### src/rtl/pattern_search_pkg.sv
// pattern_search_pkg: shared FSM encoding and default widths for the pattern search engine
package pattern_search_pkg;
    typedef enum logic [2:0] {
        IDLE  = 3'd0,
        CHECK = 3'd1,
        FETCH = 3'd2,
        CMP   = 3'd3,
        HIT   = 3'd4,
        SLIDE = 3'd5,
        DONE  = 3'd6
    } state_t;
    localparam int DEF_CHAR_W  = 8;
    localparam int DEF_PAT_MAX = 16;
    localparam int DEF_ADDR_W  = 8;
    localparam int DEF_CNT_W   = 8;
endpackage

### src/rtl/pattern_store.sv
// pattern_store: pattern character register file, sync write, async read
module pattern_store #(
    parameter int CHAR_W  = 8,
    parameter int PAT_MAX = 16,
    parameter int PI_W    = 4
) (
    input  logic              clk,
    input  logic              we,
    input  logic [PI_W-1:0]   waddr,
    input  logic [CHAR_W-1:0] wdata,
    input  logic [PI_W-1:0]   raddr,
    output logic [CHAR_W-1:0] rdata
);
    logic [CHAR_W-1:0] mem [PAT_MAX];
    always_ff @(posedge clk) begin
        if (we) mem[waddr] <= wdata;
    end
    assign rdata = mem[raddr];
endmodule

### src/rtl/pattern_search_engine.sv
// pattern_search_engine: finds every occurrence of a stored pattern in an external text memory
module pattern_search_engine
    import pattern_search_pkg::*;
#(
    parameter int CHAR_W  = DEF_CHAR_W,
    parameter int PAT_MAX = DEF_PAT_MAX,
    parameter int ADDR_W  = DEF_ADDR_W,
    parameter int CNT_W   = DEF_CNT_W,
    parameter int OVERLAP = 1,
    localparam int PI_W   = $clog2(PAT_MAX),
    localparam int PL_W   = $clog2(PAT_MAX + 1),
    localparam int AW2    = ADDR_W + 2
) (
    input  logic              clk,
    input  logic              rst,
    input  logic              pat_we,
    input  logic [PI_W-1:0]   pat_addr,
    input  logic [CHAR_W-1:0] pat_data,
    input  logic [PL_W-1:0]   pat_len,
    input  logic [ADDR_W:0]   text_len,
    input  logic              start,
    output logic              txt_rd,
    output logic [ADDR_W-1:0] txt_addr,
    input  logic [CHAR_W-1:0] txt_data,
    output logic              busy,
    output logic              done,
    output logic              found,
    output logic [ADDR_W-1:0] first_pos,
    output logic              match_pulse,
    output logic [ADDR_W-1:0] match_pos,
    output logic [CNT_W-1:0]  match_count,
    output logic [2:0]        actual_state
);
    state_t            state, state_nxt;
    logic [PL_W-1:0]   plen, plen_in;
    logic [ADDR_W:0]   tlen, win;
    logic [PI_W-1:0]   pidx;
    logic [CHAR_W-1:0] pat_char;
    logic              overflow, last, eq;

    pattern_store #(.CHAR_W(CHAR_W), .PAT_MAX(PAT_MAX), .PI_W(PI_W)) u_store (
        .clk   (clk),
        .we    (pat_we && state == IDLE),
        .waddr (pat_addr),
        .wdata (pat_data),
        .raddr (pidx),
        .rdata (pat_char)
    );

    assign plen_in  = pat_len > PL_W'(PAT_MAX) ? PL_W'(PAT_MAX) : pat_len;
    // widened compare so a window near the end of a full-size buffer cannot wrap
    assign overflow = ({1'b0, win} + AW2'(plen)) > {1'b0, tlen};
    assign last     = PL_W'(pidx) == plen - PL_W'(1);
    assign eq       = txt_data == pat_char;

    always_ff @(posedge clk) begin
        if (rst) state <= IDLE;
        else     state <= state_nxt;
    end

    always_comb begin
        state_nxt = state;
        case (state)
            IDLE:       state_nxt = start ? CHECK : IDLE;
            CHECK:      state_nxt = (plen == '0 || overflow) ? DONE : FETCH;
            FETCH:      state_nxt = CMP;
            CMP:        state_nxt = !eq ? SLIDE : last ? HIT : FETCH;
            HIT, SLIDE: state_nxt = CHECK;
            default:    state_nxt = IDLE;
        endcase
    end

    always_comb begin
        busy         = state != IDLE;
        done         = state == DONE;
        txt_rd       = state == FETCH;
        match_pulse  = state == HIT;
        txt_addr     = ADDR_W'(win + (ADDR_W+1)'(pidx));
        match_pos    = ADDR_W'(win);
        actual_state = state;
    end

    always_ff @(posedge clk) begin
        if (rst) begin
            plen        <= '0;
            tlen        <= '0;
            win         <= '0;
            pidx        <= '0;
            found       <= 1'b0;
            first_pos   <= '0;
            match_count <= '0;
        end else begin
            case (state)
                IDLE: if (start) begin
                    plen        <= plen_in;
                    tlen        <= text_len;
                    win         <= '0;
                    pidx        <= '0;
                    found       <= 1'b0;
                    first_pos   <= '0;
                    match_count <= '0;
                end
                CMP: if (eq && !last) pidx <= pidx + PI_W'(1);
                HIT: begin
                    if (match_count != '1) match_count <= match_count + CNT_W'(1);
                    if (!found) begin
                        found     <= 1'b1;
                        first_pos <= ADDR_W'(win);
                    end
                    win  <= win + ((OVERLAP != 0) ? (ADDR_W+1)'(1) : (ADDR_W+1)'(plen));
                    pidx <= '0;
                end
                SLIDE: begin
                    win  <= win + (ADDR_W+1)'(1);
                    pidx <= '0;
                end
                default: ;
            endcase
        end
    end
endmodule

### config.mk
export PLATFORM = sky130hd
export DESIGN_NAME = pattern_search_engine
export DESIGN_NICKNAME = d
export VERILOG_FILES = /design/src/rtl/pattern_search_pkg.sv /design/src/rtl/pattern_store.sv /design/src/rtl/pattern_search_engine.sv
export SDC_FILE = /design/constraint.sdc
export NUM_CORES = 1
export LEC_CHECK = 0
export ABC_AREA = 1
export BUFFER_PORTS_ARGS = -buffer_cell sky130_fd_sc_hd__clkbuf_2
export CORE_UTILIZATION = 40
export CTS_CLUSTER_SIZE = 20
export DETAILED_ROUTE_END_ITERATION = 7
export PLACE_DENSITY = 0.64
export SLEW_MARGIN = 40
export SYNTH_ARGS = -nofsm -noshare
export SYNTH_HDL_FRONTEND = slang
export SYNTH_HIERARCHICAL = 1
export SYNTH_SLANG_ARGS = --single-unit
### constraint.sdc
create_clock -name clk -period 3 [get_ports clk]
set_input_delay 0.15 -clock clk [delete_from_list [all_inputs] [get_ports clk]]
set_output_delay 0.15 -clock clk [all_outputs]
set_load 0.01 [all_outputs]
==> flow_metrics.tcl <==
set metrics [dict create \
    slew_viol_final 0 \
    fillerInstances 2035 \
    pre_cts_slack_ns 0.382 \
    hp-start "text_len[4]" \
    comb_power_share_pct 33.0 \
    groute.layer.met3.usage_pct 4.36 \
    fin_crit_ns 2.69 \
    syn_area_per_cell_um2 8.71 \
    power_frac_seq_pct 37.3 \
    wl_mm 20.7 \
    grt.met1_usage_pct 26.9 \
    crit_required_ns 2.85 \
    cp-start-kind "register" \
    die_h_um 150 \
    globalRouteOverflowTotal 0 \
    netSwitchingPower_mw 2.77 \
    ys.flop_type "edfxtp_1" \
    die_x_um 150 \
    vias 6768 \
    synth.lib_cells_used.distinct 37 \
    hold_path_depth 3 \
    nets 1149 \
    powerDensity_nw_per_um2 743 \
    tightest_slew_ns 0.650 \
    arrival_ns 2.54 \
    core-area_um2 21200 \
    maxCapViolCount 0 \
    gp_congestion 0.841 \
    endpoint_kind "output port" \
    std_cell_rows 53 \
    start_util_pct 41.1 \
    dp.cells 1336 \
    finClkSkew_ns 0.0146 \
    synth-seq-area-share_pct 54.9 \
    area_delta_synth_final_pct 15.7 \
    critPathLaunch "pidx[1]" \
    setup_slack_ns 0.305 \
    p_clk_share_pct 29.7 \
    finalCritPeriodShare_pct 89.8 \
    antenna_found_initial 0 \
    synth-edff-count 128 \
    cts_buffers 17 \
    clk_latency_ns 0.44 \
    status "complete, no violations" \
    portBuffers 77 \
    cts_sinks 175 \
    max-vdd-ir-drop_uv 405 \
    path_clk_slew_ns 0.07 \
    rsz0062_at_grt "false" \
    yosysWarnings 6 \
    final_common_cell "nand2_1" \
    grt_use_met2_pct 29.5 \
    r2r_start "win[0]" \
    grt_max_degree 47 \
    busiest_layer "met2" \
    cts_tree "yes" \
    dp.final_hpwl_mm 13.9 \
    final_antenna_net_count 0 \
    syn_area_um2 8710 \
    wire_per_inst_um 15.0 \
    die-area_um2 22400 \
    clockRootBuffer "clkbuf_16" \
    dr.pass1.iters 5 \
    routed_via_density 4.93 \
    report.final.setup_viol 0 \
    r2r_cells 15 \
    hold_class "primary input to register" \
    syn_nets 1063 \
    grt_pass1_vias 6298 \
    slew_headroom_pct 56.6 \
    p_leak_nw 4.51 \
    drive_above_1_share_pct 14.1 \
    setup_tns_ns 0 \
    syn-instance-count 1000 \
    grt_pass1_wl_mm 32.9 \
    placed_cell_area_um2 9410 \
    finalHoldViolCount 0 \
    drc 0 \
    fin_cells 1374 \
    final_area_um2 10100 \
    synthArstFlopShare_pct 0 \
    max_freq_mhz 371 \
    internal_power_mw 4.72 \
    antennaDiodeCount 0 \
    htree_levels 4 \
    worstPathMaxFanout 38 \
    layout_common_cells "nand2_1 (279), inv_1 (155), nand3_1 (140)" \
    grt.total_usage_pct 19.3 \
    initialDrtViolationCount 443 \
    io_pins 78 \
    sw_frac_of_total_pct 37.0 \
    clk_path_buf_depth 2 \
    synth_seq_cells 175 \
    critical_path_class "register to output port" \
]
## worst paths after layout
path / to / slack, ns
worst min-delay path: tlen[4] / 0.008
worst min register to register: tlen[5] / 0.47
worst max register to register: actual_state[2] / 0.38
worst max-delay path: txt_addr[6] / 0.31
## per-layer routing
metal | part of all wire (%) | wire length, µm
met1 | 47 | 9710
met2 | 45 | 9320
met3 | 6.2 | 1280
met5 | 0 | 0
met4 | 1.7 | 359
## registers in the layout, indices dropped and copies added, names as in the netlist
| name | count |
|---|---|
| plen | 5 |
| actual_state | 3 |
| found | 1 |
| first_pos | 8 |
| win | 9 |
| match_count | 8 |
| pidx | 4 |
| u_store/mem | 128 |
| tlen | 9 |
## power by group through the flow
| stage | Combinational, mW | Clock [mW] | Sequential, mW |
|---|---|---|---|
| floorplan | 1.78 | 0 | 2.85 |
| global placement | 2.44 | 0 | 2.85 |
| detailed placement | 2.45 | 0 | 2.85 |
| CTS | 2.47 | 2.25 | 2.79 |
| global route | 2.78 | 2.36 | 2.81 |
| finish | 2.47 | 2.22 | 2.79 |
## worst max-delay path: stages (launching register included)
cell,delay [ns]
dfxtp_1,0.34
buf_4,0.41
inv_1,0.15
fa_1,0.45
o21ai_0,0.33
nand3_1,0.14
xnor2_1,0.15
clkbuf_2,0.15
## stage by stage
stage          hold slack, ns  total power [mW]  util, %
2_1_floorplan           0.249              4.63        -
3_3_place_gp            0.405              5.28     44.4
3_5_place_dp            0.405              5.30     44.4
4_1_cts              0.000646              7.52     47.5
5_1_grt                0.0254              7.94     47.5
6_report              0.00845              7.49     47.5
## cell type report
type	instances	area (µm²)	area share [%]
clock buffer	17	425	4.22
clock inverter	15	176	1.75
inverter	165	619	6.15
multi-input combinational	616	3030	30.1
sequential	175	4790	47.5
tap	275	344	3.41
timing repair buffer	111	693	6.88
## kinds of logic (layout without fill, tap and decap cells)
kind of cell / count (synthesis) / count (layout) / synth area share [%]
AOI/OAI and AO/OA: 78 / 78 / 5.07
xor gates and xnor gates: 21 / 21 / 2.11
adders and majority gates: 25 / 25 / 3.76
buffers and inverters: 209 / 308 / 10.3
and+or+nand+nor: 492 / 492 / 23.9
DFF: 175 / 175 / 54.9
## what timing repair did
action | 4_1_cts | 5_1_grt
hold endpoints to repair | 6 | 0
buffers inserted | 0 | 0
hold buffers | 6 | 0
gates resized for setup | 0 | 0
## cells in the mapped netlist (3+ instances only)
cell      instances  area (µm²)
nor2_1           57         214
nand2_1         279        1050
o21ai_1           3        15.0
buf_4            12        90.1
clkbuf_1          8        30.0
nor3_1            3        15.0
edfxtp_1        128        3840
o22ai_1           3        18.8
inv_2             9        33.8
ha_1             23         288
inv_1           155         582
nand3_1         140         701
o21ai_0          19        95.1
buf_6             6        67.6
a21oi_1          42         210
a31oi_1           3        18.8
dfxtp_1          47         941
buf_2            17        85.1
nand4_1           4        25.0
xor2_1           19         166
No activity file was read; power rests on OpenSTA's default activity.
